## src/rtl/rv_tag_access_arb_pkg.sv

```systemverilog
// Shared definitions for the tag-array access arbiter: arbiter state
// encoding and the line-select width derived from the cache geometry.
package rv_tag_access_arb_pkg;

    // FLUSH is the reset state; RUN is entered once every line is invalidated.
    typedef enum logic [0:0] {
        ST_FLUSH = 1'b0,
        ST_RUN   = 1'b1
    } arb_state_t;

    // Number of bits needed to select one line within a bank.
    // Never returns less than 1, so port widths stay legal.
    function automatic int calc_line_select_bits(input int cache_size,
                                                 input int line_size,
                                                 input int num_banks);
        int num_lines;
        num_lines = cache_size / (line_size * num_banks);
        return (num_lines > 1) ? $clog2(num_lines) : 1;
    endfunction

endpackage

```

## src/rtl/rv_tag_access_arb_if.sv

```systemverilog
// Bus bundle for the tag-array access arbiter: flush stream, core request
// channel, tag-array port and status outputs.
interface rv_tag_access_arb_if #(
    parameter int CACHE_SIZE      = 16384,
    parameter int CACHE_LINE_SIZE = 1,
    parameter int NUM_BANKS       = 1,
    parameter int TAG_WIDTH       = 20
);
    import rv_tag_access_arb_pkg::*;

    localparam int LINE_SELECT_BITS =
        calc_line_select_bits(CACHE_SIZE, CACHE_LINE_SIZE, NUM_BANKS);

    // Flush stream (no back-pressure)
    logic                        flush_valid;
    logic [LINE_SELECT_BITS-1:0] flush_addr;

    // Core tag request channel
    logic                        core_req_valid;
    logic                        core_req_ready;
    logic [LINE_SELECT_BITS-1:0] core_req_line;
    logic                        core_req_rw;
    logic [TAG_WIDTH-1:0]        core_req_tag;

    // Tag-array port
    logic                        tag_ready;
    logic                        tag_en;
    logic                        tag_wr;
    logic [LINE_SELECT_BITS-1:0] tag_line;
    logic                        tag_wvalid;
    logic [TAG_WIDTH-1:0]        tag_wtag;

    // Status
    logic                        flush_done;
    logic                        proto_err;
    logic [31:0]                 stall_cnt;

    // Arbiter side
    modport slave (
        input  flush_valid, flush_addr,
        input  core_req_valid, core_req_line, core_req_rw, core_req_tag,
        input  tag_ready,
        output core_req_ready,
        output tag_en, tag_wr, tag_line, tag_wvalid, tag_wtag,
        output flush_done, proto_err, stall_cnt
    );

    // Driver / environment side
    modport master (
        output flush_valid, flush_addr,
        output core_req_valid, core_req_line, core_req_rw, core_req_tag,
        output tag_ready,
        input  core_req_ready,
        input  tag_en, tag_wr, tag_line, tag_wvalid, tag_wtag,
        input  flush_done, proto_err, stall_cnt
    );

endinterface

```

## src/rtl/rv_tag_req_buf.sv

```systemverilog
// One-entry core request register. A capture always loads the entry (even
// when the old one issues in the same cycle); an issue alone empties it.
module rv_tag_req_buf #(
    parameter int LINE_W = 4,
    parameter int TAG_W  = 20
) (
    input  logic              clk,
    input  logic              reset,
    input  logic              i_capture,
    input  logic              i_issue,
    input  logic [LINE_W-1:0] i_line,
    input  logic              i_rw,
    input  logic [TAG_W-1:0]  i_tag,
    output logic              o_vld,
    output logic [LINE_W-1:0] o_line,
    output logic              o_rw,
    output logic [TAG_W-1:0]  o_tag
);

    logic              r_vld;
    logic [LINE_W-1:0] r_line;
    logic              r_rw;
    logic [TAG_W-1:0]  r_tag;

    // Entry valid flag: capture wins over issue, issue alone clears
    always_ff @(posedge clk) begin
        if (reset) begin
            r_vld <= 1'b0;
        end else if (i_capture) begin
            r_vld <= 1'b1;
        end else if (i_issue) begin
            r_vld <= 1'b0;
        end
    end

    // Entry payload, loaded on every capture
    always_ff @(posedge clk) begin
        if (reset) begin
            r_line <= '0;
            r_rw   <= 1'b0;
            r_tag  <= '0;
        end else if (i_capture) begin
            r_line <= i_line;
            r_rw   <= i_rw;
            r_tag  <= i_tag;
        end
    end

    assign o_vld  = r_vld;
    assign o_line = r_line;
    assign o_rw   = r_rw;
    assign o_tag  = r_tag;

endmodule

```

## src/rtl/rv_tag_access_arb.sv

```systemverilog
// Tag-array access arbiter. After reset every line is invalidated from the
// external flush stream (FLUSH); afterwards core requests are buffered one
// deep and issued to the tag array when it is ready (RUN).
// Optional feature macro: RV_TAG_ARB_STALL_CNT_EN enables the saturating
// core stall-cycle counter; without it stall_cnt is constant zero.
module rv_tag_access_arb
    import rv_tag_access_arb_pkg::*;
#(
    parameter int CACHE_SIZE      = 16384,
    parameter int CACHE_LINE_SIZE = 1,
    parameter int NUM_BANKS       = 1,
    parameter int TAG_WIDTH       = 20
) (
    input  logic                clk,
    input  logic                reset,
    rv_tag_access_arb_if.slave  bus
);

    localparam int LINE_SELECT_BITS =
        calc_line_select_bits(CACHE_SIZE, CACHE_LINE_SIZE, NUM_BANKS);
    localparam logic [LINE_SELECT_BITS:0] LAST_LINE =
        {1'b0, {LINE_SELECT_BITS{1'b1}}};

    arb_state_t                  r_state;
    arb_state_t                  w_state_next;
    logic [LINE_SELECT_BITS:0]   r_line_cnt;
    logic                        r_flush_done;
    logic                        r_proto_err;

    logic                        w_req_vld;
    logic [LINE_SELECT_BITS-1:0] w_req_line;
    logic                        w_req_rw;
    logic [TAG_WIDTH-1:0]        w_req_tag;

    logic                        w_in_flush;
    logic                        w_in_run;
    logic                        w_flush_beat;
    logic                        w_last_beat;
    logic                        w_issue;
    logic                        w_ready;
    logic                        w_capture;

    assign w_in_flush   = (r_state == ST_FLUSH);
    assign w_in_run     = (r_state == ST_RUN);
    assign w_flush_beat = !reset && w_in_flush && bus.flush_valid;
    assign w_last_beat  = w_flush_beat && (r_line_cnt == LAST_LINE);
    // Core accesses only reach the array in RUN; a request held during
    // FLUSH waits here until the first ready RUN cycle.
    assign w_issue      = !reset && w_req_vld && bus.tag_ready && w_in_run;
    assign w_ready      = !reset && (!w_req_vld || w_issue);
    assign w_capture    = bus.core_req_valid && w_ready;

    rv_tag_req_buf #(
        .LINE_W (LINE_SELECT_BITS),
        .TAG_W  (TAG_WIDTH)
    ) u_req_buf (
        .clk       (clk),
        .reset     (reset),
        .i_capture (w_capture),
        .i_issue   (w_issue),
        .i_line    (bus.core_req_line),
        .i_rw      (bus.core_req_rw),
        .i_tag     (bus.core_req_tag),
        .o_vld     (w_req_vld),
        .o_line    (w_req_line),
        .o_rw      (w_req_rw),
        .o_tag     (w_req_tag)
    );

    // State register
    always_ff @(posedge clk) begin
        if (reset) begin
            r_state <= ST_FLUSH;
        end else begin
            r_state <= w_state_next;
        end
    end

    // Next state: leave FLUSH on the beat that invalidates the last line
    always_comb begin
        w_state_next = r_state;
        case (r_state)
            ST_FLUSH: if (w_last_beat) w_state_next = ST_RUN;
            ST_RUN:   w_state_next = ST_RUN;
            default:  w_state_next = ST_FLUSH;
        endcase
    end

    // Tag-port mux: flush beats pass straight through, core accesses come
    // from the request register; everything is quiet while in reset
    always_comb begin
        bus.tag_en     = 1'b0;
        bus.tag_wr     = 1'b0;
        bus.tag_line   = '0;
        bus.tag_wvalid = 1'b0;
        bus.tag_wtag   = '0;
        if (!reset) begin
            case (r_state)
                ST_FLUSH: begin
                    if (bus.flush_valid) begin
                        bus.tag_en   = 1'b1;
                        bus.tag_wr   = 1'b1;
                        bus.tag_line = bus.flush_addr;
                    end
                end
                ST_RUN: begin
                    if (w_issue) begin
                        bus.tag_en     = 1'b1;
                        bus.tag_wr     = w_req_rw;
                        bus.tag_line   = w_req_line;
                        bus.tag_wvalid = w_req_rw;
                        bus.tag_wtag   = w_req_tag;
                    end
                end
                default: ;
            endcase
        end
    end

    assign bus.core_req_ready = w_ready;

    // Flush line counter, one step per accepted flush beat
    always_ff @(posedge clk) begin
        if (reset) begin
            r_line_cnt <= '0;
        end else if (w_flush_beat) begin
            r_line_cnt <= r_line_cnt + (LINE_SELECT_BITS + 1)'(1);
        end
    end

    // Flush-complete flag, set together with the move into RUN
    always_ff @(posedge clk) begin
        if (reset) begin
            r_flush_done <= 1'b0;
        end else if (w_last_beat) begin
            r_flush_done <= 1'b1;
        end
    end

    // Sticky protocol error: a flush beat arriving after the flush finished
    always_ff @(posedge clk) begin
        if (reset) begin
            r_proto_err <= 1'b0;
        end else if (w_in_run && bus.flush_valid) begin
            r_proto_err <= 1'b1;
        end
    end

    assign bus.flush_done = r_flush_done;
    assign bus.proto_err  = r_proto_err;

`ifdef RV_TAG_ARB_STALL_CNT_EN
    logic [31:0] r_stall_cnt;

    // Count cycles where the core offers a request that is not taken
    always_ff @(posedge clk) begin
        if (reset) begin
            r_stall_cnt <= '0;
        end else if (bus.core_req_valid && !w_ready && (r_stall_cnt != 32'hFFFF_FFFF)) begin
            r_stall_cnt <= r_stall_cnt + 32'd1;
        end
    end

    assign bus.stall_cnt = r_stall_cnt;
`else
    assign bus.stall_cnt = 32'd0;
`endif

endmodule
```

## src/flat_wrapper.sv

```systemverilog
// flat-port wrapper written by rule: the top's interface ports become plain ports
module rv_tag_access_arb_flat import rv_tag_access_arb_pkg::*;
#(
    parameter int CACHE_SIZE      = 16384,
    parameter int CACHE_LINE_SIZE = 1,
    parameter int NUM_BANKS       = 1,
    parameter int TAG_WIDTH       = 20
)
  (clk, reset, bus_flush_valid, bus_flush_addr, bus_core_req_valid, bus_core_req_line, bus_core_req_rw, bus_core_req_tag, bus_tag_ready, bus_core_req_ready, bus_tag_en, bus_tag_wr, bus_tag_line, bus_tag_wvalid, bus_tag_wtag, bus_flush_done, bus_proto_err, bus_stall_cnt);
  rv_tag_access_arb_if #(.CACHE_SIZE(CACHE_SIZE), .CACHE_LINE_SIZE(CACHE_LINE_SIZE), .NUM_BANKS(NUM_BANKS), .TAG_WIDTH(TAG_WIDTH)) bus_i ();
  input  logic clk;
  input  logic reset;
  input wire logic [$bits(bus_i.flush_valid)-1:0] bus_flush_valid;
  input wire logic [$bits(bus_i.flush_addr)-1:0] bus_flush_addr;
  input wire logic [$bits(bus_i.core_req_valid)-1:0] bus_core_req_valid;
  input wire logic [$bits(bus_i.core_req_line)-1:0] bus_core_req_line;
  input wire logic [$bits(bus_i.core_req_rw)-1:0] bus_core_req_rw;
  input wire logic [$bits(bus_i.core_req_tag)-1:0] bus_core_req_tag;
  input wire logic [$bits(bus_i.tag_ready)-1:0] bus_tag_ready;
  output wire logic [$bits(bus_i.core_req_ready)-1:0] bus_core_req_ready;
  output wire logic [$bits(bus_i.tag_en)-1:0] bus_tag_en;
  output wire logic [$bits(bus_i.tag_wr)-1:0] bus_tag_wr;
  output wire logic [$bits(bus_i.tag_line)-1:0] bus_tag_line;
  output wire logic [$bits(bus_i.tag_wvalid)-1:0] bus_tag_wvalid;
  output wire logic [$bits(bus_i.tag_wtag)-1:0] bus_tag_wtag;
  output wire logic [$bits(bus_i.flush_done)-1:0] bus_flush_done;
  output wire logic [$bits(bus_i.proto_err)-1:0] bus_proto_err;
  output wire logic [$bits(bus_i.stall_cnt)-1:0] bus_stall_cnt;
  assign bus_i.flush_valid = bus_flush_valid;
  assign bus_i.flush_addr = bus_flush_addr;
  assign bus_i.core_req_valid = bus_core_req_valid;
  assign bus_i.core_req_line = bus_core_req_line;
  assign bus_i.core_req_rw = bus_core_req_rw;
  assign bus_i.core_req_tag = bus_core_req_tag;
  assign bus_i.tag_ready = bus_tag_ready;
  assign bus_core_req_ready = bus_i.core_req_ready;
  assign bus_tag_en = bus_i.tag_en;
  assign bus_tag_wr = bus_i.tag_wr;
  assign bus_tag_line = bus_i.tag_line;
  assign bus_tag_wvalid = bus_i.tag_wvalid;
  assign bus_tag_wtag = bus_i.tag_wtag;
  assign bus_flush_done = bus_i.flush_done;
  assign bus_proto_err = bus_i.proto_err;
  assign bus_stall_cnt = bus_i.stall_cnt;
  rv_tag_access_arb #(.CACHE_SIZE(CACHE_SIZE), .CACHE_LINE_SIZE(CACHE_LINE_SIZE), .NUM_BANKS(NUM_BANKS), .TAG_WIDTH(TAG_WIDTH)) u_core (.clk(clk), .reset(reset), .bus(bus_i));
endmodule
```

## config.mk

```make
export PLATFORM = sky130hd
export DESIGN_NAME = rv_tag_access_arb_flat
export DESIGN_NICKNAME = d
export VERILOG_FILES = /design/src/rtl/rv_tag_access_arb_pkg.sv /design/src/rtl/rv_tag_access_arb_if.sv /design/src/rtl/rv_tag_req_buf.sv /design/src/rtl/rv_tag_access_arb.sv /design/src/flat_wrapper.sv
export SDC_FILE = /design/constraint.sdc
export NUM_CORES = 1
export LEC_CHECK = 0
export BUFFER_PORTS_ARGS = -buffer_cell sky130_fd_sc_hd__clkbuf_2
export CORE_MARGIN = 8
export CORE_UTILIZATION = 50
export CTS_CLUSTER_SIZE = 28
export DETAILED_ROUTE_END_ITERATION = 7
export GPL_TIMING_DRIVEN = 0
export MAX_ROUTING_LAYER = met4
export PLACE_DENSITY = 0.85
export RECOVER_POWER = 50
export SKIP_LAST_GASP = 1
export SYNTH_ARGS = -nofsm -noshare
export SYNTH_HDL_FRONTEND = slang
export SYNTH_SLANG_ARGS = --single-unit
```

## constraint.sdc

```tcl
create_clock -name clk -period 2.6 [get_ports clk]
set_input_delay 0.26 -clock clk [delete_from_list [all_inputs] [get_ports clk]]
set_output_delay 0.26 -clock clk [all_outputs]
set_load 0.005 [all_outputs]
```

==> summary.md, run 1 <==
| Metric | Value |
|---|---|
| Min-delay src | `bus_core_req_line[11]` |
| R2r worst-path depth | `5` |
| Starting Density | `0.519` |
| Post-Synthesis Cells | `328` |
| Final Critical Period | `2390 ps` |
| Maximum vdd drop | `0.000445 V` |
| Pwr dens | `457 nW/um^2` |
| Clock Skews | `8.09 ps` |
| Die Ht | `88.8 um` |
| Hold Path Class | `input port to flip-flop` |
| Cell variety after synth | `33` |
| Die X | `88.8 um` |
| Post-CTS Resized | `0` |
| Most common cell after layout, fill and taps aside | `clkbuf_2` |
| Adder-cell share of the synthesized area | `0.00472` |
| Mux contribution to synthesized area | `0.00378` |
| Setup repair bufs after CTS | `0` |
| Clock sinks | `54` |
| Crit-path cells | `buf_2 > nand3_1 > nor2_1 > clkbuf_1 > a22o_1 > clkbuf_2` |
| Max H-tree Level | `2` |
| Leakage | `1.57 nW` |
| Grt ovf | `0` |
| Most frequent cells in the layout | `clkbuf_2 (90), dfxtp_1 (54), nand2_1 (45)` |
| 1st-pass router iterations | `4` |
| Number of instances in the placed design | `521` |
| Fin Setup TNS | `0 ps` |
| Setup Viol. Count Final | `0` |
| Share of the synthesized area in the top cell type | `0.408` |
| Initial antenna violation count | `0` |
| Max stage delay cell, worst path | `nor2_1` |
| 1st-iter DRT viols | `181` |
| CP required | `2340 ps` |
| Leading area contributor after synthesis | `dfxtp_1` |
| CTS Root Cell | `clkbuf_8` |
| Vias post-DR | `2,503` |
| Share of post-route cells with drive strength above 1 | `0.286` |
| Max-slew headroom | `0.505` |
| Worst path arrival time | `2130 ps` |
| GRT Util Overall | `0.187` |
| Avg WL per Cell | `13.2 um` |
| DRC | `0` |
| Ys Warns | `0` |
| Kind of critical path | `flip-flop to output port` |
| Site row count | `26` |
| Crit end category | `output port` |
| CTS tree | `yes` |
| Storage element area | `1080 um^2` |
| Full die area | `7890 um^2` |
| Clk buf depth | `2` |
| Core area | `5110 um^2` |
| Worst Hold Depth | `3` |
| Port Buf Inserts | `92` |
| Top post-synthesis cells by area | `dfxtp_1 (41%), buf_4 (9.1%), nand2b_1 (8.3%)` |
| Antenna Cells | `0` |
| Largest family of logic cells by synthesized area | `simple AND/OR/NAND/NOR gates` |
| Xor and xnor area share after synthesis | `0.0330` |
| Fillers | `450` |
| Detail Route Antenna Nets | `0` |
| Synth Area in Compound Gates | `0.144` |
| CP Max Fanout | `10` |
| Final Cycle Share | `0.919` |
| Area delta synth->final | `27.2%` |
| Fin nets | `513` |
| Max Slew Vio Count | `0` |
| Min Hold Slack | `141 ps` |
| Final RePlAce weighted congestion | `0.814` |
| Global-route wire length before repair | `11,300 um` |
| Num ports | `126` |
| Worst-path clk slew | `90 ps` |
| Total wire length | `6940 um` |
| Synthesized cell area | `2650 um^2` |
| Post-synthesis average cell area | `8.08 um^2` |
| CP Launch Type | `flip-flop` |
| Sequential fraction of the synthesis area | `0.408` |
| Multi-input logic area | `1340 um^2` |
| RR Endpoint | `u_core.u_req_buf.o_line[8]` |
| Final non-filler cell total | `528` |
| Yosys reg bits | `54` |
| Simple-Gate Fraction of Synth Area | `0.277` |
| Total CTS buffers | `5` |
| Via-per-instance ratio | `4.74` |
| Max incr delay on CP | `430 ps` |
| Vias in the first global route | `2,480` |
| RSZ-0062 raised after global routing | `false` |
| DP HPWL | `5520 um` |
| R2R setup slack | `630 ps` |
| Final Hold Viols | `0` |
| Hold_buf cts | `0` |
| Least-Margin Pin Slew | `738 ps` |
| Reg-to-Reg Start | `u_core.r_state` |
| Max-cap viol count | `0` |
| Fmax achieved | `418 MHz` |
| Worst skew pair latency | `300 ps` |
| Worst Hold End | `u_core.u_req_buf.o_line[11]` |
| Pin count of the biggest net entering global routing | `16` |
| Status | `finished, final reports clean` |
worst max-delay path: cells and delay by family, from the launching register on:
kind | cells | cell delay, ps
simple gates | 2 | 560
flops | 1 | 310
compound gates | 1 | 220
buf+inv | 3 | 730
state kept, by name (all words and copies together), names as in the netlist:
name and cells:
u_core.r_line_cnt 15, u_core.u_req_buf.o_line 14, u_core.u_req_buf.o_vld 1, u_core.u_req_buf.o_rw 1, u_core.r_state 1, u_core.bus.flush_done 1
u_core.u_req_buf.o_tag 20, u_core.bus.proto_err 1
cell usage after synthesis, drive strengths merged:
master  number
or3b         1
and2        21
xor2         5
ha           1
mux2i        1
and3         2
xnor2        5
a21oi        9
nor2        15
nor2b        4
or3          3
nand3        5
nor3         2
nand4        4
a21o         1
conb         1
a22o        13
or2          1
o21ai       39
nand2b      35
nor4         2
nand2       45
dfxtp       54
buf         35
o31ai        1
and4b        1
inv          4
clkbuf      17
a211oi       1
kinds of logic after synthesis:
kind of cell             Yosys count
XOR/XNOR                          10
other                              1
adder cells (fa/ha/maj)            1
AO/OA/AOI/OAI                     64
flip-flops                        54
AND/OR/NAND/NOR                  141
multiplexers                       1
buffers and inverters             56
metal layers:
metal	wire length, um	global-route usage	up-vias
li1	-	-	1272
met1	2890	0.210	1131
met2	3490	0.315	89
met3	448	0.0511	11
met4	114	0.0568	0
met5	0	-	-
cell type report:
cell class              count  share of cell area
inverters                   4             0.00445
plain buffers              52              0.0938
multi-input cells         249               0.396
flip-flops and latches     54               0.320
repair buffers             92               0.136
clock buffers               5              0.0204
well taps                  70              0.0260
clock inverters             2             0.00297
where the power goes:
part / switching, mW / internal (mW)
Combinational: 0.0972 / 0.107
Sequential: 0.0239 / 0.870
Clock: 0.262 / 0.182
Total: 0.383 / 1.16
through the flow:
step	total power, mW	instance area, um^2	utilization	setup slack [ps]
2_1_floorplan	1.04	2770	-	1060
3_3_place_gp	1.11	3320	0.649	614
3_5_place_dp	1.11	3320	0.649	569
4_1_cts	1.55	3390	0.665	222
5_1_grt	1.62	3370	0.660	16.0
6_report	1.54	3370	0.660	210
worst max path at each step:
stage / startpoint / endpoint / depth (start not counted)
after floorplan: u_core.r_state / bus_tag_line[10] / 5
after global placement: u_core.r_state / bus_tag_line[9] / 6
after detailed placement: u_core.r_state / bus_tag_line[9] / 6
after CTS: u_core.r_state / bus_tag_line[9] / 6
after global routing: u_core.r_state / bus_tag_line[2] / 6
final: u_core.r_state / bus_tag_line[2] / 6
Power figures use the tool's default switching activity.
==> inputs of run 2 (changes only) <==
REMOVE_ABC_BUFFERS = 1   (was not set)
TNS_END_PERCENT = 10   (was not set)
==> run 2 against run 1 <==
Maximum frequency hardly changed. Clock skew grew 0.79 ps. Global-route usage fell by 2.2 points. Clock power grew 8.4%. Combinational power fell by 18%.
==> summary.md, run 2 (synthesized netlist as in run 1, its figures left out) <==
| Metric | Value |
|---|---|
| Final Hold Viols | `0` |
| Initial antenna violation count | `0` |
| Status | `finished, final reports clean` |
| Post-DP Area | `3060 um^2` |
| DRC | `0` |
| CTS Root Cell | `clkbuf_8` |
| CP Capture Point | `bus_tag_wr` |
| Final Critical Period | `2390 ps` |
| Site row count | `26` |
| Clk buf depth | `2` |
| 1st-iter DRT viols | `141` |
| Post-CTS Resized | `1` |
| RR Endpoint | `u_core.u_req_buf.o_tag[6]` |
| Number of instances in the placed design | `473` |
| Crit end category | `output port` |
| Worst-path clk slew | `100 ps` |
| Critical Path Source | `reset` |
| Kind of critical path | `input port to output port` |
| Starting Density | `0.519` |
| 1st-pass router iterations | `4` |
| Logic pwr share | `0.109` |
| Sw Ratio | `0.244` |
| Max H-tree Level | `2` |
| R2R setup slack | `510 ps` |
| Fmax achieved | `419 MHz` |
| Setup Viol. Count Final | `0` |
| Avg WL per Cell | `13.3 um` |
| CTS tree | `yes` |
| Worst skew pair latency | `300 ps` |
| Clock Skews | `8.88 ps` |
| Clock sinks | `54` |
| Antenna Cells | `0` |
| Grt ovf | `0` |
| Post-route cell area | `3150 um^2` |
| Least-Margin Pin Slew | `1040 ps` |
| Area delta synth->final | `18.9%` |
| Most common cell after layout, fill and taps aside | `clkbuf_2` |
| Global-route wire length before repair | `10,000 um` |
| Power share of the clock group | `0.311` |
| Vias post-DR | `2,300` |
| Part of the power in registers | `0.580` |
| Leakage | `1.40 nW` |
| Setup repair bufs after CTS | `0` |
| Max-slew headroom | `0.309` |
| Hold Path Class | `input port to flip-flop` |
| Reg-to-Reg Start | `u_core.r_state` |
| Die Ht | `88.8 um` |
| Via-per-instance ratio | `4.78` |
| R2r worst-path depth | `5` |
| Fin nets | `465` |
| Final non-filler cell total | `481` |
| Final core occ | `0.617` |
| Internal power | `1.16 mW` |
| Vias in the first global route | `2,382` |
| Max Slew Vio Count | `0` |
| GRT Util Overall | `0.166` |
| Max-cap viol count | `0` |
| DP HPWL | `4840 um` |
| Port Buf Inserts | `93` |
| CP required | `2340 ps` |
| Share of post-route cells with drive strength above 1 | `0.258` |
| Most frequent cells in the layout | `clkbuf_2 (91), dfxtp_1 (54), nand2_1 (45)` |
| Final Cycle Share | `0.919` |
| Pin count of the biggest net entering global routing | `62` |
| Fin Setup TNS | `0 ps` |
| Hold_buf cts | `0` |
| Total wire length | `6420 um` |
| Core area | `5110 um^2` |
| Fillers | `478` |
| Total CTS buffers | `5` |
| Pwr dens | `488 nW/um^2` |
| Final RePlAce weighted congestion | `0.827` |
| Switch Pwr | `0.376 mW` |
| CP Max Fanout | `61` |
| RSZ-0062 raised after global routing | `false` |
| Min Hold Slack | `147 ps` |
| Worst path arrival time | `2130 ps` |
| Full die area | `7890 um^2` |
| Die X | `88.8 um` |
| CP Launch Type | `input port` |
| Detail Route Antenna Nets | `0` |
| Maximum vdd drop | `0.000287 V` |
| Max reg flops | `20` |
| Num ports | `126` |
[run 2: critical path, stage by stage]
cell and delay (ps):
clkbuf_2 760, nor2_2 280, buf_8 250, and2_1 170, or2_2 270, clkbuf_2 110
[run 2: layer usage]
metal  wire [um]  GRT usage
met2        3140      0.278
met3         525     0.0548
met1        2640      0.172
met4         104     0.0768
met5           0          -
[run 2: area by class of cell]
class	instances	area, um^2	share of cell area
Clock buffer	6	82.6	0.0262
Clock inverter	2	12.5	0.00397
Inverter	4	15.0	0.00476
Multi-Input combinational cell	249	1350	0.429
Sequential cell	54	1080	0.343
Tap cell	70	87.6	0.0278
Timing Repair Buffer	96	520	0.165
[run 2: worst min path at each step]
stage / start / endpoint / slack [ps] / cells after the start
5_1_grt: bus_core_req_line[6] / u_core.u_req_buf.o_line[6] / 140 / 3
2_1_floorplan: reset / u_core.bus.flush_done / 330 / 1
4_1_cts: bus_core_req_tag[1] / u_core.u_req_buf.o_tag[1] / 130 / 3
3_3_place_gp: u_core.bus.flush_done / u_core.bus.flush_done / 440 / 2
6_report: bus_core_req_line[3] / u_core.u_req_buf.o_line[3] / 150 / 3
3_5_place_dp: u_core.bus.flush_done / u_core.bus.flush_done / 440 / 2
[run 2: stage by stage]
step	power, mW	setup WS (ps)
final	1.54	211
after global routing	1.61	33.8
after CTS	1.56	186
after detailed placement	1.08	-92.3
after global placement	1.06	-1630
after floorplan	0.986	-285
[run 2: power groups by stage]
stage / clock network (mW) / registers [mW] / logic (mW)
3_5_place_dp: 0 / 0.912 / 0.167
2_1_floorplan: 0 / 0.905 / 0.0813
3_3_place_gp: 0 / 0.909 / 0.154
4_1_cts: 0.501 / 0.893 / 0.168
6_report: 0.480 / 0.894 / 0.167
5_1_grt: 0.525 / 0.899 / 0.189
